`config.mk`:
```
export PLATFORM = sky130hd
export DESIGN_NAME = address_generation_top_flat
export DESIGN_NICKNAME = d
export VERILOG_FILES = /design/src/rtl/address_generation_if.sv /design/src/rtl/address_generation_top.sv /design/src/flat_wrapper.sv
export SDC_FILE = /design/constraint.sdc
export NUM_CORES = 1
export LEC_CHECK = 0
export ABC_AREA = 1
export CORE_MARGIN = 4
export CORE_UTILIZATION = 32
export DETAILED_ROUTE_END_ITERATION = 7
export PLACE_DENSITY = 0.6
export SKIP_LAST_GASP = 1
export SLEW_MARGIN = 0
export SYNTH_ARGS = -nofsm -noshare
export SYNTH_HDL_FRONTEND = slang
export SYNTH_SLANG_ARGS = --single-unit
```
`constraint.sdc`:
```
create_clock -name clk -period 13.95 [get_ports clk]
set_input_delay 1.395 -clock clk [delete_from_list [all_inputs] [get_ports clk]]
set_output_delay 1.395 -clock clk [all_outputs]
set_load 0.005 [all_outputs]
```
`src/rtl/address_generation_if.sv`:
```
// Stage bus for the address-generation block: decoded-instruction fields
// coming in (d_*) and address-resolved fields going out (a_*).
// slave  : the view taken by the stage itself.
// master : the view taken by the surrounding pipeline (decoder + consumer).
interface address_generation_if;
   // upstream: decoder -> stage
   logic        d_valid;
   logic        d_ready;
   logic [2:0]  d_size;
   logic        d_set_d_flag;
   logic        d_clear_d_flag;
   logic [31:0] d_base;
   logic        d_base_valid;
   logic [31:0] d_index;
   logic        d_index_valid;
   logic [1:0]  d_scale;
   logic [31:0] d_disp;
   logic [31:0] d_seg_base;
   logic [63:0] d_op0_val;
   logic [63:0] d_op1_val;
   logic [2:0]  d_op0_reg;
   logic [2:0]  d_op1_reg;
   logic        d_op0_is_mem;
   logic        d_op1_is_mem;
   logic [47:0] d_imm;
   logic [3:0]  d_alu_op;
   logic [2:0]  d_flag_0;
   logic [2:0]  d_flag_1;
   logic [1:0]  d_stack_op;
   logic [31:0] d_pc;
   logic        d_branch_taken;
   logic        d_to_sys_controller;
   // downstream: stage -> consumer
   logic        a_valid;
   logic        a_ready;
   logic [2:0]  a_size;
   logic        a_set_d_flag;
   logic        a_clear_d_flag;
   logic [63:0] a_op0;
   logic [63:0] a_op1;
   logic [2:0]  a_op0_reg;
   logic [2:0]  a_op1_reg;
   logic        a_op0_is_address;
   logic        a_op1_is_address;
   logic [47:0] a_imm;
   logic [3:0]  a_alu_op;
   logic [2:0]  a_flag_0;
   logic [2:0]  a_flag_1;
   logic [1:0]  a_stack_op;
   logic [31:0] a_pc;
   logic        a_branch_taken;
   logic        a_to_sys_controller;

   modport slave (
      input  d_valid, d_size, d_set_d_flag, d_clear_d_flag, d_base, d_base_valid,
             d_index, d_index_valid, d_scale, d_disp, d_seg_base, d_op0_val, d_op1_val,
             d_op0_reg, d_op1_reg, d_op0_is_mem, d_op1_is_mem, d_imm, d_alu_op,
             d_flag_0, d_flag_1, d_stack_op, d_pc, d_branch_taken, d_to_sys_controller,
      output d_ready,
      output a_valid, a_size, a_set_d_flag, a_clear_d_flag, a_op0, a_op1, a_op0_reg,
             a_op1_reg, a_op0_is_address, a_op1_is_address, a_imm, a_alu_op, a_flag_0,
             a_flag_1, a_stack_op, a_pc, a_branch_taken, a_to_sys_controller,
      input  a_ready
   );

   modport master (
      output d_valid, d_size, d_set_d_flag, d_clear_d_flag, d_base, d_base_valid,
             d_index, d_index_valid, d_scale, d_disp, d_seg_base, d_op0_val, d_op1_val,
             d_op0_reg, d_op1_reg, d_op0_is_mem, d_op1_is_mem, d_imm, d_alu_op,
             d_flag_0, d_flag_1, d_stack_op, d_pc, d_branch_taken, d_to_sys_controller,
      input  d_ready,
      input  a_valid, a_size, a_set_d_flag, a_clear_d_flag, a_op0, a_op1, a_op0_reg,
             a_op1_reg, a_op0_is_address, a_op1_is_address, a_imm, a_alu_op, a_flag_0,
             a_flag_1, a_stack_op, a_pc, a_branch_taken, a_to_sys_controller,
      output a_ready
   );
endinterface

```
`src/rtl/address_generation_top.sv`:
```
// Address-generation pipeline stage: one registered entry that resolves the
// effective address, turns push/pop into stack addresses using a speculative
// ESP, and passes every other decoded field through.
module address_generation_top (
   input  logic                        clk,
   input  logic                        reset,
   input  logic                        flush,
   input  logic [31:0]                 flush_esp,
   address_generation_if.slave         bus
);
   localparam logic [1:0] STACK_PUSH = 2'd1;
   localparam logic [1:0] STACK_POP  = 2'd2;

   typedef struct packed {
      logic [2:0]  size;
      logic        set_d_flag;
      logic        clear_d_flag;
      logic [63:0] op0;
      logic [63:0] op1;
      logic [2:0]  op0_reg;
      logic [2:0]  op1_reg;
      logic        op0_is_address;
      logic        op1_is_address;
      logic [47:0] imm;
      logic [3:0]  alu_op;
      logic [2:0]  flag_0;
      logic [2:0]  flag_1;
      logic [1:0]  stack_op;
      logic [31:0] pc;
      logic        branch_taken;
      logic        to_sys_controller;
   } out_t;

   out_t        out_reg, out_next;
   logic        a_valid_reg;
   logic [31:0] sp_spec_reg, sp_spec_next;
   logic        accept;
   logic [31:0] size_bytes;
   logic [31:0] ea;
   logic [31:0] push_sp;
   logic [63:0] op_val_in   [2];
   logic        op_is_mem_in [2];
   logic [63:0] op_plain    [2];

   assign bus.d_ready = (~a_valid_reg | bus.a_ready) & ~flush;
   assign accept      = bus.d_valid & bus.d_ready;

   // access width in bytes; undefined codes fall back to a dword
   always_comb begin
      case (bus.d_size)
         3'd0:    size_bytes = 32'd1;
         3'd1:    size_bytes = 32'd2;
         3'd2:    size_bytes = 32'd4;
         3'd3:    size_bytes = 32'd8;
         default: size_bytes = 32'd4;
      endcase
   end

   assign ea = bus.d_seg_base
             + (bus.d_base_valid  ? bus.d_base : 32'd0)
             + (bus.d_index_valid ? (bus.d_index << bus.d_scale) : 32'd0)
             + bus.d_disp;

   assign push_sp = sp_spec_reg - size_bytes;

   assign op_val_in[0]    = bus.d_op0_val;
   assign op_val_in[1]    = bus.d_op1_val;
   assign op_is_mem_in[0] = bus.d_op0_is_mem;
   assign op_is_mem_in[1] = bus.d_op1_is_mem;

   // non-stack operand value: memory operands carry the effective address
   for (genvar gi = 0; gi < 2; gi++) begin : g_op
      assign op_plain[gi] = op_is_mem_in[gi] ? {32'b0, ea} : op_val_in[gi];
   end

   // next output entry and next speculative ESP for an accepted transfer
   always_comb begin
      out_next                   = '0;
      out_next.size              = bus.d_size;
      out_next.set_d_flag        = bus.d_set_d_flag;
      out_next.clear_d_flag      = bus.d_clear_d_flag;
      out_next.op0               = op_plain[0];
      out_next.op1               = op_plain[1];
      out_next.op0_reg           = bus.d_op0_reg;
      out_next.op1_reg           = bus.d_op1_reg;
      out_next.op0_is_address    = bus.d_op0_is_mem;
      out_next.op1_is_address    = bus.d_op1_is_mem;
      out_next.imm               = bus.d_imm;
      out_next.alu_op            = bus.d_alu_op;
      out_next.flag_0            = bus.d_flag_0;
      out_next.flag_1            = bus.d_flag_1;
      out_next.stack_op          = bus.d_stack_op;
      out_next.pc                = bus.d_pc;
      out_next.branch_taken      = bus.d_branch_taken;
      out_next.to_sys_controller = bus.d_to_sys_controller;
      sp_spec_next               = sp_spec_reg;
      case (bus.d_stack_op)
         STACK_PUSH: begin
            // push writes below the current top: pre-decrement
            sp_spec_next            = push_sp;
            out_next.op0            = {32'b0, bus.d_seg_base + push_sp};
            out_next.op0_is_address = 1'b1;
            out_next.op1            = bus.d_op1_val;
            out_next.op1_is_address = 1'b0;
         end
         STACK_POP: begin
            // pop reads the current top: post-increment
            sp_spec_next            = sp_spec_reg + size_bytes;
            out_next.op1            = {32'b0, bus.d_seg_base + sp_spec_reg};
            out_next.op1_is_address = 1'b1;
         end
         default: ;
      endcase
   end

   // pipeline register: flush beats any transfer, drain on downstream take
   always_ff @(posedge clk or posedge reset) begin
      if (reset) begin
         a_valid_reg <= 1'b0;
         sp_spec_reg <= 32'h0000_0000;
         out_reg     <= '0;
      end else if (flush) begin
         a_valid_reg <= 1'b0;
         sp_spec_reg <= flush_esp;
      end else if (accept) begin
         a_valid_reg <= 1'b1;
         sp_spec_reg <= sp_spec_next;
         out_reg     <= out_next;
      end else if (bus.a_ready) begin
         a_valid_reg <= 1'b0;
      end
   end

   assign bus.a_valid             = a_valid_reg;
   assign bus.a_size              = out_reg.size;
   assign bus.a_set_d_flag        = out_reg.set_d_flag;
   assign bus.a_clear_d_flag      = out_reg.clear_d_flag;
   assign bus.a_op0               = out_reg.op0;
   assign bus.a_op1               = out_reg.op1;
   assign bus.a_op0_reg           = out_reg.op0_reg;
   assign bus.a_op1_reg           = out_reg.op1_reg;
   assign bus.a_op0_is_address    = out_reg.op0_is_address;
   assign bus.a_op1_is_address    = out_reg.op1_is_address;
   assign bus.a_imm               = out_reg.imm;
   assign bus.a_alu_op            = out_reg.alu_op;
   assign bus.a_flag_0            = out_reg.flag_0;
   assign bus.a_flag_1            = out_reg.flag_1;
   assign bus.a_stack_op          = out_reg.stack_op;
   assign bus.a_pc                = out_reg.pc;
   assign bus.a_branch_taken      = out_reg.branch_taken;
   assign bus.a_to_sys_controller = out_reg.to_sys_controller;
endmodule
```
`src/flat_wrapper.sv`:
```
// flat-port wrapper written by rule: the top's interface ports become plain ports
module address_generation_top_flat 
  (clk, reset, flush, flush_esp, bus_d_valid, bus_d_size, bus_d_set_d_flag, bus_d_clear_d_flag, bus_d_base, bus_d_base_valid, bus_d_index, bus_d_index_valid, bus_d_scale, bus_d_disp, bus_d_seg_base, bus_d_op0_val, bus_d_op1_val, bus_d_op0_reg, bus_d_op1_reg, bus_d_op0_is_mem, bus_d_op1_is_mem, bus_d_imm, bus_d_alu_op, bus_d_flag_0, bus_d_flag_1, bus_d_stack_op, bus_d_pc, bus_d_branch_taken, bus_d_to_sys_controller, bus_d_ready, bus_a_valid, bus_a_size, bus_a_set_d_flag, bus_a_clear_d_flag, bus_a_op0, bus_a_op1, bus_a_op0_reg, bus_a_op1_reg, bus_a_op0_is_address, bus_a_op1_is_address, bus_a_imm, bus_a_alu_op, bus_a_flag_0, bus_a_flag_1, bus_a_stack_op, bus_a_pc, bus_a_branch_taken, bus_a_to_sys_controller, bus_a_ready);
  address_generation_if bus_i ();
  input  logic clk;
  input  logic reset;
  input  logic flush;
  input  logic [31:0] flush_esp;
  input wire logic [$bits(bus_i.d_valid)-1:0] bus_d_valid;
  input wire logic [$bits(bus_i.d_size)-1:0] bus_d_size;
  input wire logic [$bits(bus_i.d_set_d_flag)-1:0] bus_d_set_d_flag;
  input wire logic [$bits(bus_i.d_clear_d_flag)-1:0] bus_d_clear_d_flag;
  input wire logic [$bits(bus_i.d_base)-1:0] bus_d_base;
  input wire logic [$bits(bus_i.d_base_valid)-1:0] bus_d_base_valid;
  input wire logic [$bits(bus_i.d_index)-1:0] bus_d_index;
  input wire logic [$bits(bus_i.d_index_valid)-1:0] bus_d_index_valid;
  input wire logic [$bits(bus_i.d_scale)-1:0] bus_d_scale;
  input wire logic [$bits(bus_i.d_disp)-1:0] bus_d_disp;
  input wire logic [$bits(bus_i.d_seg_base)-1:0] bus_d_seg_base;
  input wire logic [$bits(bus_i.d_op0_val)-1:0] bus_d_op0_val;
  input wire logic [$bits(bus_i.d_op1_val)-1:0] bus_d_op1_val;
  input wire logic [$bits(bus_i.d_op0_reg)-1:0] bus_d_op0_reg;
  input wire logic [$bits(bus_i.d_op1_reg)-1:0] bus_d_op1_reg;
  input wire logic [$bits(bus_i.d_op0_is_mem)-1:0] bus_d_op0_is_mem;
  input wire logic [$bits(bus_i.d_op1_is_mem)-1:0] bus_d_op1_is_mem;
  input wire logic [$bits(bus_i.d_imm)-1:0] bus_d_imm;
  input wire logic [$bits(bus_i.d_alu_op)-1:0] bus_d_alu_op;
  input wire logic [$bits(bus_i.d_flag_0)-1:0] bus_d_flag_0;
  input wire logic [$bits(bus_i.d_flag_1)-1:0] bus_d_flag_1;
  input wire logic [$bits(bus_i.d_stack_op)-1:0] bus_d_stack_op;
  input wire logic [$bits(bus_i.d_pc)-1:0] bus_d_pc;
  input wire logic [$bits(bus_i.d_branch_taken)-1:0] bus_d_branch_taken;
  input wire logic [$bits(bus_i.d_to_sys_controller)-1:0] bus_d_to_sys_controller;
  output wire logic [$bits(bus_i.d_ready)-1:0] bus_d_ready;
  output wire logic [$bits(bus_i.a_valid)-1:0] bus_a_valid;
  output wire logic [$bits(bus_i.a_size)-1:0] bus_a_size;
  output wire logic [$bits(bus_i.a_set_d_flag)-1:0] bus_a_set_d_flag;
  output wire logic [$bits(bus_i.a_clear_d_flag)-1:0] bus_a_clear_d_flag;
  output wire logic [$bits(bus_i.a_op0)-1:0] bus_a_op0;
  output wire logic [$bits(bus_i.a_op1)-1:0] bus_a_op1;
  output wire logic [$bits(bus_i.a_op0_reg)-1:0] bus_a_op0_reg;
  output wire logic [$bits(bus_i.a_op1_reg)-1:0] bus_a_op1_reg;
  output wire logic [$bits(bus_i.a_op0_is_address)-1:0] bus_a_op0_is_address;
  output wire logic [$bits(bus_i.a_op1_is_address)-1:0] bus_a_op1_is_address;
  output wire logic [$bits(bus_i.a_imm)-1:0] bus_a_imm;
  output wire logic [$bits(bus_i.a_alu_op)-1:0] bus_a_alu_op;
  output wire logic [$bits(bus_i.a_flag_0)-1:0] bus_a_flag_0;
  output wire logic [$bits(bus_i.a_flag_1)-1:0] bus_a_flag_1;
  output wire logic [$bits(bus_i.a_stack_op)-1:0] bus_a_stack_op;
  output wire logic [$bits(bus_i.a_pc)-1:0] bus_a_pc;
  output wire logic [$bits(bus_i.a_branch_taken)-1:0] bus_a_branch_taken;
  output wire logic [$bits(bus_i.a_to_sys_controller)-1:0] bus_a_to_sys_controller;
  input wire logic [$bits(bus_i.a_ready)-1:0] bus_a_ready;
  assign bus_i.d_valid = bus_d_valid;
  assign bus_i.d_size = bus_d_size;
  assign bus_i.d_set_d_flag = bus_d_set_d_flag;
  assign bus_i.d_clear_d_flag = bus_d_clear_d_flag;
  assign bus_i.d_base = bus_d_base;
  assign bus_i.d_base_valid = bus_d_base_valid;
  assign bus_i.d_index = bus_d_index;
  assign bus_i.d_index_valid = bus_d_index_valid;
  assign bus_i.d_scale = bus_d_scale;
  assign bus_i.d_disp = bus_d_disp;
  assign bus_i.d_seg_base = bus_d_seg_base;
  assign bus_i.d_op0_val = bus_d_op0_val;
  assign bus_i.d_op1_val = bus_d_op1_val;
  assign bus_i.d_op0_reg = bus_d_op0_reg;
  assign bus_i.d_op1_reg = bus_d_op1_reg;
  assign bus_i.d_op0_is_mem = bus_d_op0_is_mem;
  assign bus_i.d_op1_is_mem = bus_d_op1_is_mem;
  assign bus_i.d_imm = bus_d_imm;
  assign bus_i.d_alu_op = bus_d_alu_op;
  assign bus_i.d_flag_0 = bus_d_flag_0;
  assign bus_i.d_flag_1 = bus_d_flag_1;
  assign bus_i.d_stack_op = bus_d_stack_op;
  assign bus_i.d_pc = bus_d_pc;
  assign bus_i.d_branch_taken = bus_d_branch_taken;
  assign bus_i.d_to_sys_controller = bus_d_to_sys_controller;
  assign bus_d_ready = bus_i.d_ready;
  assign bus_a_valid = bus_i.a_valid;
  assign bus_a_size = bus_i.a_size;
  assign bus_a_set_d_flag = bus_i.a_set_d_flag;
  assign bus_a_clear_d_flag = bus_i.a_clear_d_flag;
  assign bus_a_op0 = bus_i.a_op0;
  assign bus_a_op1 = bus_i.a_op1;
  assign bus_a_op0_reg = bus_i.a_op0_reg;
  assign bus_a_op1_reg = bus_i.a_op1_reg;
  assign bus_a_op0_is_address = bus_i.a_op0_is_address;
  assign bus_a_op1_is_address = bus_i.a_op1_is_address;
  assign bus_a_imm = bus_i.a_imm;
  assign bus_a_alu_op = bus_i.a_alu_op;
  assign bus_a_flag_0 = bus_i.a_flag_0;
  assign bus_a_flag_1 = bus_i.a_flag_1;
  assign bus_a_stack_op = bus_i.a_stack_op;
  assign bus_a_pc = bus_i.a_pc;
  assign bus_a_branch_taken = bus_i.a_branch_taken;
  assign bus_a_to_sys_controller = bus_i.a_to_sys_controller;
  assign bus_i.a_ready = bus_a_ready;
  address_generation_top u_core (.clk(clk), .reset(reset), .flush(flush), .flush_esp(flush_esp), .bus(bus_i));
endmodule
```
==> reports/qor.yml, run 1 <==
grt:
  grt_max_degree: 122
  grt_pass1_vias: 24600
  grt.overflow.total: 0
  antenna_found_initial: 25
  grt_first_pass_wirelength_um: 164000
  grt_usage_pct: 29.6
floorplan:
  initial_utilization_pct: 32.3
  row_count: 97
  io_pins: 641
  dieArea_mm2: 0.0752
  die_x_um: 274
  coreArea_mm2: 0.0701
  fp.dieH_um: 274
synthesis:
  synth_area_mm2: 0.0227
  ys_types: 51
  async_flop_share_pct: 100
  yosysMostFrequentCell: "nand2_1"
  synth_nets: 4002
  synth.top_cell.area_share_pct: 29.6
  synth_area_leaders: "dfrtp_1 (30%), nand2_1 (21%), inv_1 (7.2%)"
  yosysSeqAreaShare_pct: 29.6
  synth_common_cells: "nand2_1 (1,284), inv_1 (432), nor2_1 (272)"
  avgSynthCellArea_um2: 6.61
  syn-instance-count: 3428
  synth-edff-count: 0
  synth_flop_cell: "dfrtp_1"
  synth_top_cell_by_area: "dfrtp_1"
  ys_seq_elements: 268
  ys.warnings.count: 0
finish:
  fin_util_pct: 44.4
  areaGrowthSynthToFinish_pct: 37.4
  final_nets: 4579
  fin_cells: 4984
  layout-drive-gt1-share_pct: 3.32
drt:
  antenna_left: 0
  post_drt_wl_per_cell_um: 23.2
  drc: 0
  wirelength_um: 115000
  via_per_inst: 5.01
  route.vias.total: 25000
  drt_iter0_markers: 2045
  drt_first_pass_iters: 6
power_and_ir_drop:
  total_power_mw: 3.82
  ir_drop_mv: 0.0790
  powerDensity_mw_per_mm2: 123
  p_leak_nw: 15.4
worst_setup_path:
  slowest_stage: "o21ai_0"
  r2r_cells: 23
  worst-path-buf-inv: 6
  cp_cell_sequence: "clkdlybuf4s50_1 -> nor3_1 -> ha_1 -> inv_1 -> fa_1 -> nand2_1 -> nand2_1 -> a21oi_4 -> nand2_1 -> nor2_1 -> inv_1 -> o21a_1 -> inv_1 -> ha_1 -> nand2_1 -> inv_1 -> a21oi_1 -> nor2_1 -> nor2_1 -> nand2_1 -> o21ai_0 -> nand3_1 -> nand2_1 -> inv_1"
  max_stage_delay_ns: 0.78
  crit_start: "bus_d_size[0]"
  cp.required_ns: 14.40
  reg2reg_to: "u_core.bus.a_op0[16]$_DFFE_PP0P_"
  crit_fanout: 6
  cpMostUsedCell: "nand2_1"
  critical_path_arrival_ns: 6.03
  criticalPathCategory: "input pin to flop"
  cp-end-kind: "flop"
  startpoint_type: "input pin"
  cpLargestDelayFamily: "compound AO/OA/AOI/OAI gates"
  r2r_slack_ns: 9.35
  timing.rr.start: "u_core.sp_spec_reg[0]$_DFFE_PP0P_"
cts:
  clk_root_buffer_cell: "clkbuf_16"
  postCtsHoldBufs: 0
  clkSlewWorstSetupHoldPaths_ns: 0.06
  clk_latency_ns: 0.56
  htreeDepth: 2
  post_cts_buffers: 0
  cts.path.max_buffers: 3
  cts_buffers: 36
  cts-resized-gates: 0
  cts_tree: "done"
  clock_sinks: 268
min_path:
  holdPathStages: 2
  holdPathEnd: "u_core.bus.a_op1_reg[0]$_DFFE_PP0P_"
  hold_path_class: "flop to flop"
  hp-start: "u_core.bus.a_op1_reg[0]$_DFFE_PP0P_"
timing:
  grt_setup_unrepaired: "no"
  finalSetupTns_ns: 0
  fin_crit_sh_pct: 40.0
  period_minus_slack_ns: 5.58
  fmax_mhz: 179
  slew_viol_final: 0
  worst_slew_pin_slew_ns: 1.11
  setup_viol: 0
  finClkSkew_ns: 0.0208
  hold_viol: 0
  timing.slew.headroom_pct: 26.1
job:
  drv_cap: 0
outcome:
  status: "completed"
place:
  gp_congestion: 0.989
  hpwl_um: 95000
  portBuffers: 640
  place_inst: 4907
==> worst max-delay path by stage <==
stage,to,depth (start not counted)
after floorplan,u_core.bus.a_alu_op[0]$_DFFE_PP0P_,1
after global placement,u_core.bus.a_op0[16]$_DFFE_PP0P_,24
after detailed placement,u_core.bus.a_op0[16]$_DFFE_PP0P_,24
after CTS,u_core.bus.a_op0[16]$_DFFE_PP0P_,24
after global routing,u_core.bus.a_op0[16]$_DFFE_PP0P_,25
final,u_core.bus.a_op0[16]$_DFFE_PP0P_,24
==> worst reg2reg max path, cell delays in order, from the launching register on <==
cell and delay (ns):
dfrtp_1 0.51, inv_1 0.14, ha_1 0.15, inv_1 0.06, fa_1 0.43, nand2_1 0.08, nand2_1 0.09, a21oi_4 0.23
nand2_1 0.21, nor2_1 0.13, inv_1 0.05, o21a_1 0.20, inv_1 0.10, ha_1 0.28, nand2_1 0.16, inv_1 0.06
a21oi_1 0.27, nor2_1 0.10, nor2_1 0.11, nand2_1 0.08, o21ai_0 0.78, nand3_1 0.15, nand2_1 0.10, inv_1 0.04
==> metrics by stage <==
stage	worst slack, ns	hold slack, ns	instance area, µm²
after floorplan	5.17	0.472	22700
after global placement	7.97	0.462	29900
after detailed placement	7.93	0.464	29900
after CTS	8.50	0.480	31100
after global routing	8.06	0.493	31100
final	8.37	0.477	31100
==> logic make-up (layout without fill, tap and decap cells) <==
| family | Yosys count | after routing | synth area share, % |
|---|---|---|---|
| simple gates | 1949 | 1949 | 35.3 |
| buf+inv | 559 | 1162 | 9.57 |
| compound gates | 405 | 405 | 10.9 |
| flops | 268 | 268 | 29.6 |
| fa+ha+maj | 170 | 170 | 11.6 |
| xor+xnor | 49 | 49 | 1.89 |
| mux | 28 | 28 | 1.24 |
| other cells | 0 | 13 | 0 |
==> per-layer routing <==
metal | vias up | global-route usage, % | part of all wire (%)
met4 | 20 | 10.6 | 4.1
met2 | 1010 | 50.3 | 48
met5 | - | 0 | 0.12
met1 | 11700 | 36.4 | 40
met3 | 211 | 7.50 | 8.5
li1 | 12000 | - | -
==> layout by cell type (no fill, tap or decap), types with 10 or more instances in the layout <==
master / count
o22ai_1: 30
nor3_1: 33
nand2_1: 1284
o21bai_1: 12
a21oi_1: 124
diode_2: 13
nand3b_1: 24
clkbuf_16: 37
nand3_1: 245
mux2i_1: 28
and2_1: 10
fa_1: 66
dfrtp_1: 268
xor2_1: 45
clkdlybuf4s50_1: 639
a22oi_1: 17
o21ai_0: 115
o211ai_1: 12
a22o_1: 32
nor2_1: 269
o21a_1: 38
nand4_1: 24
or2_2: 26
inv_1: 431
ha_1: 103
buf_4: 18
==> power by group <==
| group | switching [mW] | internal [mW] |
|---|---|---|
| sequential | 0.133 | 0.904 |
| combinational | 1.10 | 0.709 |
| clock | 0.397 | 0.573 |
| total | 1.63 | 2.19 |
==> final cells by class <==
class	count	area (µm²)
fill	7371	39000
multi-input combinational	2601	13800
sequential	268	6710
timing repair buffer	658	6540
inverter	440	1660
tap	940	1180
clock buffer	48	1020
clock inverter	16	189
antenna	13	32.5
(Power assumes the default switching activity.)
==> run 2: changes to the inputs <==
==> constraint.sdc (replaced) <==
create_clock -name clk -period 5.49 [get_ports clk]
set_input_delay 0.549 -clock clk [delete_from_list [all_inputs] [get_ports clk]]
set_output_delay 0.549 -clock clk [all_outputs]
set_load 0.005 [all_outputs]
==> run 2 against run 1 <==
Compared with the run above:
- worst setup slack got worse by 7.5 ns
- via count barely moved
- non-clock buffer count increased by 18
- routed wire length is 0.71% lower
- clock power is 140% higher
- highest routed layer unchanged
- register-to-register slack worse by 8.2 ns
- final area is 0.30% higher
- combinational power grew to 2.6 times the previous value
- die area unchanged
- worst hold slack lost 0.12 ns
- sequential cell count unchanged
- largest power group unchanged
==> reports/qor.yml, run 2 (synthesis results as in run 1) <==
power_and_ir_drop:
  p_leak_nw: 15.5
  total_power_mw: 9.68
  ir_drop_mv: 0.211
  powerDensity_mw_per_mm2: 310
drt:
  drt_first_pass_iters: 6
  route.vias.total: 25000
  antenna_left: 0
  via_per_inst: 4.99
  post_drt_wl_per_cell_um: 22.9
  wirelength_um: 115000
  drc: 0
  drt_iter0_markers: 1992
floorplan:
  row_count: 97
  initial_utilization_pct: 32.3
  io_pins: 641
  fp.dieH_um: 274
  coreArea_mm2: 0.0701
  dieArea_mm2: 0.0752
  die_x_um: 274
timing:
  period_minus_slack_ns: 4.60
  worst_slew_pin_slew_ns: 1.14
  fmax_mhz: 217
  slew_viol_final: 0
  setup_viol: 0
  finClkSkew_ns: 0.0168
  finalSetupTns_ns: 0
  grt_setup_unrepaired: "no"
  hold_viol: 0
  whs_ns: 0.360
  fin_crit_sh_pct: 83.9
  setup_slack_ns: 0.885
  timing.slew.headroom_pct: 24.1
cts:
  postCtsHoldBufs: 0
  clk_latency_ns: 0.55
  cts.path.max_buffers: 3
  htreeDepth: 2
  clk_root_buffer_cell: "clkbuf_16"
  clkSlewWorstSetupHoldPaths_ns: 0.06
  cts-resized-gates: 0
  clock_sinks: 268
  post_cts_buffers: 0
  cts_buffers: 35
  cts_tree: "done"
place:
  placedInstanceArea_mm2: 0.0301
  hpwl_um: 94300
  portBuffers: 640
  pre_cts_ws_ns: 0.396
  gp_congestion: 0.989
  place_inst: 4925
finish:
  final_nets: 4596
  areaGrowthSynthToFinish_pct: 37.8
  fin_util_pct: 44.5
  fin_area_mm2: 0.0312
  most-common-layout-cells: "nand2_1 (1,284), clkdlybuf4s50_1 (639), inv_1 (431), nor2_1 (269), dfrtp_1 (268)"
  layout-drive-gt1-share_pct: 3.68
  final_common_cell: "nand2_1"
  fin_cells: 4998
worst_setup_path:
  max_stage_delay_ns: 0.50
  cp.required_ns: 5.93
  crit_fanout: 8
  worst-path-buf-inv: 6
  critical_path_arrival_ns: 5.05
  criticalPathCategory: "input pin to flop"
  startpoint_type: "input pin"
  timing.rr.start: "u_core.sp_spec_reg[0]$_DFFE_PP0P_"
  slowest_stage: "clkdlybuf4s50_1"
  cpMostUsedCell: "nand2_1"
  cpLargestDelayFamily: "simple AND/OR/NAND/NOR gates"
  r2r_slack_ns: 1.15
  reg2reg_to: "u_core.bus.a_op0[31]$_DFFE_PP0P_"
  r2r_cells: 23
  cp-end-kind: "flop"
grt:
  grt.overflow.total: 0
  grt_pass1_vias: 24400
  grt_max_degree: 163
  grt_usage_pct: 29.5
  antenna_found_initial: 18
  grt_first_pass_wirelength_um: 163000
job:
  drv_cap: 0
min_path:
  hold_path_class: "input pin to async pin"
outcome:
  status: "completed"
-- run 2: cell count changes in the layout (fill, tap and decap cells not counted), moves of 2 or more --
cell,change
clkbuf_16,-2
buf_12,+2
buf_4,+16
diode_2,-2
clkinvlp_4,-2
clkbuf_8,+3
-- run 2: worst reg2reg max path, delay by kind of cell, from the launching register on --
kind                       cells  cell delay, ns
AOI/OAI and AO/OA              2            0.30
adders and majority gates      3            0.92
buffers and inverters          4            0.35
and+or+nand+nor               13            1.92
DFF                            1            0.51
xor gates and xnor gates       1            0.25
-- run 2: worst max-delay path by stage --
stage | start | endpoint | slack, ns | cells after the start
global placement | bus_d_size[1] | u_core.bus.a_op0[23]$_DFFE_PP0P_ | 0.36 | 27
floorplan | bus_d_scale[0] | u_core.bus.a_op1[29]$_DFFE_PP0P_ | 1.33 | 24
detailed placement | bus_d_size[1] | u_core.bus.a_op0[23]$_DFFE_PP0P_ | 0.40 | 27
finish | bus_d_size[1] | u_core.bus.a_op0[23]$_DFFE_PP0P_ | 0.89 | 27
global route | bus_d_size[1] | u_core.bus.a_op0[23]$_DFFE_PP0P_ | 0.52 | 27
CTS | bus_d_size[1] | u_core.bus.a_op0[23]$_DFFE_PP0P_ | 0.97 | 27
-- run 2: area by class of cell --
cell class / instances / area, µm²
fillers: 7312 / 38900
multi-input cells: 2601 / 13800
flip-flops and latches: 268 / 6710
repair buffers: 676 / 6700
inverters: 440 / 1660
well taps: 940 / 1180
clock buffers: 49 / 1010
clock inverters: 13 / 141
diodes: 11 / 27.5
-- run 2: routing by layer --
| metal | global-route usage [%] | part of all wire, % |
|---|---|---|
| met1 | 36.7 | 40 |
| met2 | 48.1 | 46 |
| met3 | 8.30 | 8.9 |
| met4 | 12.3 | 4.5 |
| met5 | 0 | 0.093 |
-- run 2: where the power goes --
group | switching [mW] | internal, mW
Combinational | 2.83 | 1.86
Clock | 0.976 | 1.39
Sequential | 0.324 | 2.30
==> run 3: changes to the inputs <==
--- a/config.mk
+++ b/config.mk
@@ -9,7 +9,7 @@
 export CORE_MARGIN = 4
 export CORE_UTILIZATION = 32
 export DETAILED_ROUTE_END_ITERATION = 7
-export PLACE_DENSITY = 0.6
+export PLACE_DENSITY = 0.62
 export SKIP_LAST_GASP = 1
 export SLEW_MARGIN = 0
 export SYNTH_ARGS = -nofsm -noshare
==> constraint.sdc (replaced) <==
create_clock -name clk -period 4 [get_ports clk]
set_input_delay 0.4 -clock clk [delete_from_list [all_inputs] [get_ports clk]]
set_output_delay 0.4 -clock clk [all_outputs]
set_load 0.005 [all_outputs]
==> run 3 against run 2 <==
Compared with the run above:
- utilization is 4.7 points higher
- highest routed layer unchanged
- cell count rose by 6.2%
- worst hold slack worse by 0.12 ns
- critical path type unchanged
- worst setup slack got worse by 0.78 ns
==> reports/qor.yml, run 3 (synthesis results as in run 1) <==
grt:
  busiest_layer: "met2"
  antenna_found_initial: 17
  grtUsageMet2_pct: 51.1
  grt_first_pass_wirelength_um: 168000
  grt_max_degree: 98
  grt_usage_pct: 29.9
  use_met1_pct: 36.1
  grt.overflow.total: 0
  grt_pass1_vias: 26200
  grt_use_met3_pct: 7.76
worst_setup_path:
  critical_path_arrival_ns: 4.35
  crit_fanout: 6
  timing.rr.start: "u_core.sp_spec_reg[0]$_DFFE_PP0P_"
  reg2reg_to: "u_core.bus.a_op0[13]$_DFFE_PP0P_"
  r2r_slack_ns: 0.26
  cp-end-kind: "flop"
  r2r_cells: 25
  startpoint_type: "input pin"
  criticalPathCategory: "input pin to flop"
  cp.required_ns: 4.46
place:
  hpwl_um: 96600
  portBuffers: 640
  gp_congestion: 1.01
  pre_cts_ws_ns: -0.726
drt:
  via_per_inst: 4.94
  drc: 0
  antenna_left: 0
  drt_iter0_markers: 2026
  post_drt_wl_per_cell_um: 22.0
  route.vias.total: 26200
  drt_first_pass_iters: 5
  wirelength_um: 117000
cts:
  cts.path.max_buffers: 3
  clkSlewWorstSetupHoldPaths_ns: 0.06
  cts_buffers: 35
  cts_tree: "done"
  clock_sinks: 268
  htreeDepth: 2
  clk_root_buffer_cell: "clkbuf_16"
  clk_latency_ns: 0.57
timing:
  grt_setup_unrepaired: "yes"
  worst_slew_pin_slew_ns: 0.902
  timing.slew.headroom_pct: 39.8
  setup_slack_ns: 0.104
  finClkSkew_ns: 0.0321
  fin_crit_sh_pct: 97.4
  hold_viol: 0
  setup_viol: 0
  fmax_mhz: 257
  period_minus_slack_ns: 3.90
  slew_viol_final: 0
power_and_ir_drop:
  ir_drop_mv: 0.270
  powerDensity_mw_per_mm2: 421
  p_leak_nw: 17.1
  total_power_mw: 14.5
job:
  drv_cap: 0
min_path:
  hold_path_class: "input pin to async pin"
floorplan:
  dieArea_mm2: 0.0752
  fp.dieH_um: 274
  die_x_um: 274
  row_count: 97
  initial_utilization_pct: 32.3
  coreArea_mm2: 0.0701
  io_pins: 641
finish:
  areaGrowthSynthToFinish_pct: 52.4
  layout-drive-gt1-share_pct: 14.1
  final_common_cell: "nand2_1"
  most-common-layout-cells: "nand2_1 (1,258), clkdlybuf4s50_1 (636), inv_1 (429), buf_4 (338), dfrtp_1 (268)"
  final_nets: 4914
  regArea_mm2: 0.00671
  fillerInstances: 7207
  multi_input_area_mm2: 0.0147
outcome:
  status: "completed"
## run 3: timing repair
item | in CTS | in global routing
pin swaps | 0 | 30
hold buffers | 0 | 0
cloned | 0 | 1
setup buffers | 0 | 5
endpoints found under the setup margin | 4 | 46
resized for setup | 5 | 179
## run 3: area by class of cell
class                   count  area share [%]
diodes                      7          0.0507
clock inverters            10           0.358
multi-input cells        2601            42.4
flip-flops and latches    268            19.4
well taps                 940            3.40
repair buffers            994            26.7
inverters                 440            4.81
clock buffers              48            2.82
## run 3: how the worst max path moves through the flow
| stage | startpoint | endpoint | slack, ns |
|---|---|---|---|
| after global routing | bus_d_index_valid | u_core.bus.a_op0[24]$_DFFE_PP0P_ | -0.08 |
| after CTS | bus_d_size[1] | u_core.bus.a_op0[22]$_DFFE_PP0P_ | -0.002 |
| after floorplan | reset | u_core.bus.a_alu_op[0]$_DFFE_PP0P_ | 0.06 |
| after global placement | bus_d_size[1] | u_core.bus.a_op0[13]$_DFFE_PP0P_ | -0.73 |
| after detailed placement | bus_d_size[1] | u_core.bus.a_op0[13]$_DFFE_PP0P_ | -0.73 |
| final | bus_d_index_valid | u_core.bus.a_op0[24]$_DFFE_PP0P_ | 0.10 |
## run 3: worst max-delay path, stage by stage
cell and delay [ns]:
clkdlybuf4s50_1 0.47, inv_1 0.04, nor2_1 0.08, buf_4 0.13, clkinvlp_4 0.09, buf_12 0.15, buf_4 0.15, o22ai_2 0.17
fa_1 0.46, fa_1 0.46, ha_1 0.34, buf_4 0.15, nand2_1 0.05, nand2_1 0.10, a21oi_2 0.20, nor2_1 0.08
o21ai_0 0.23, nand4_1 0.17, nand3_1 0.21, nand3_1 0.12, nand2_1 0.07, inv_1 0.03
## run 3: layer usage
layer | routed length, µm | vias to the layer above
met5 | 84 | -
met4 | 4920 | 14
met3 | 9780 | 219
met2 | 56200 | 986
met1 | 45900 | 12300
li1 | - | 12700
## run 3: report_power, final
part	internal (mW)	total (mW)	switching [mW]
Sequential	3.16	3.55	0.394
Clock	1.78	3.12	1.34
Combinational	3.55	7.87	4.32
## run 3: stage by stage
stage | utilization, % | hold slack, ns | TNS [ns] | cell area [µm²] | std cells
detailed placement | 46.3 | 0.464 | -22.90 | 32500 | 5237
floorplan | - | 0.472 | 0 | 22700 | 3428
finish | 49.3 | 0.239 | 0 | 34600 | 5308
global route | 49.3 | 0.253 | -0.224 | 34600 | 5305
global placement | 46.3 | 0.461 | -21.83 | 32500 | 5237
CTS | 47.9 | 0.234 | -0.00220 | 33600 | 5295
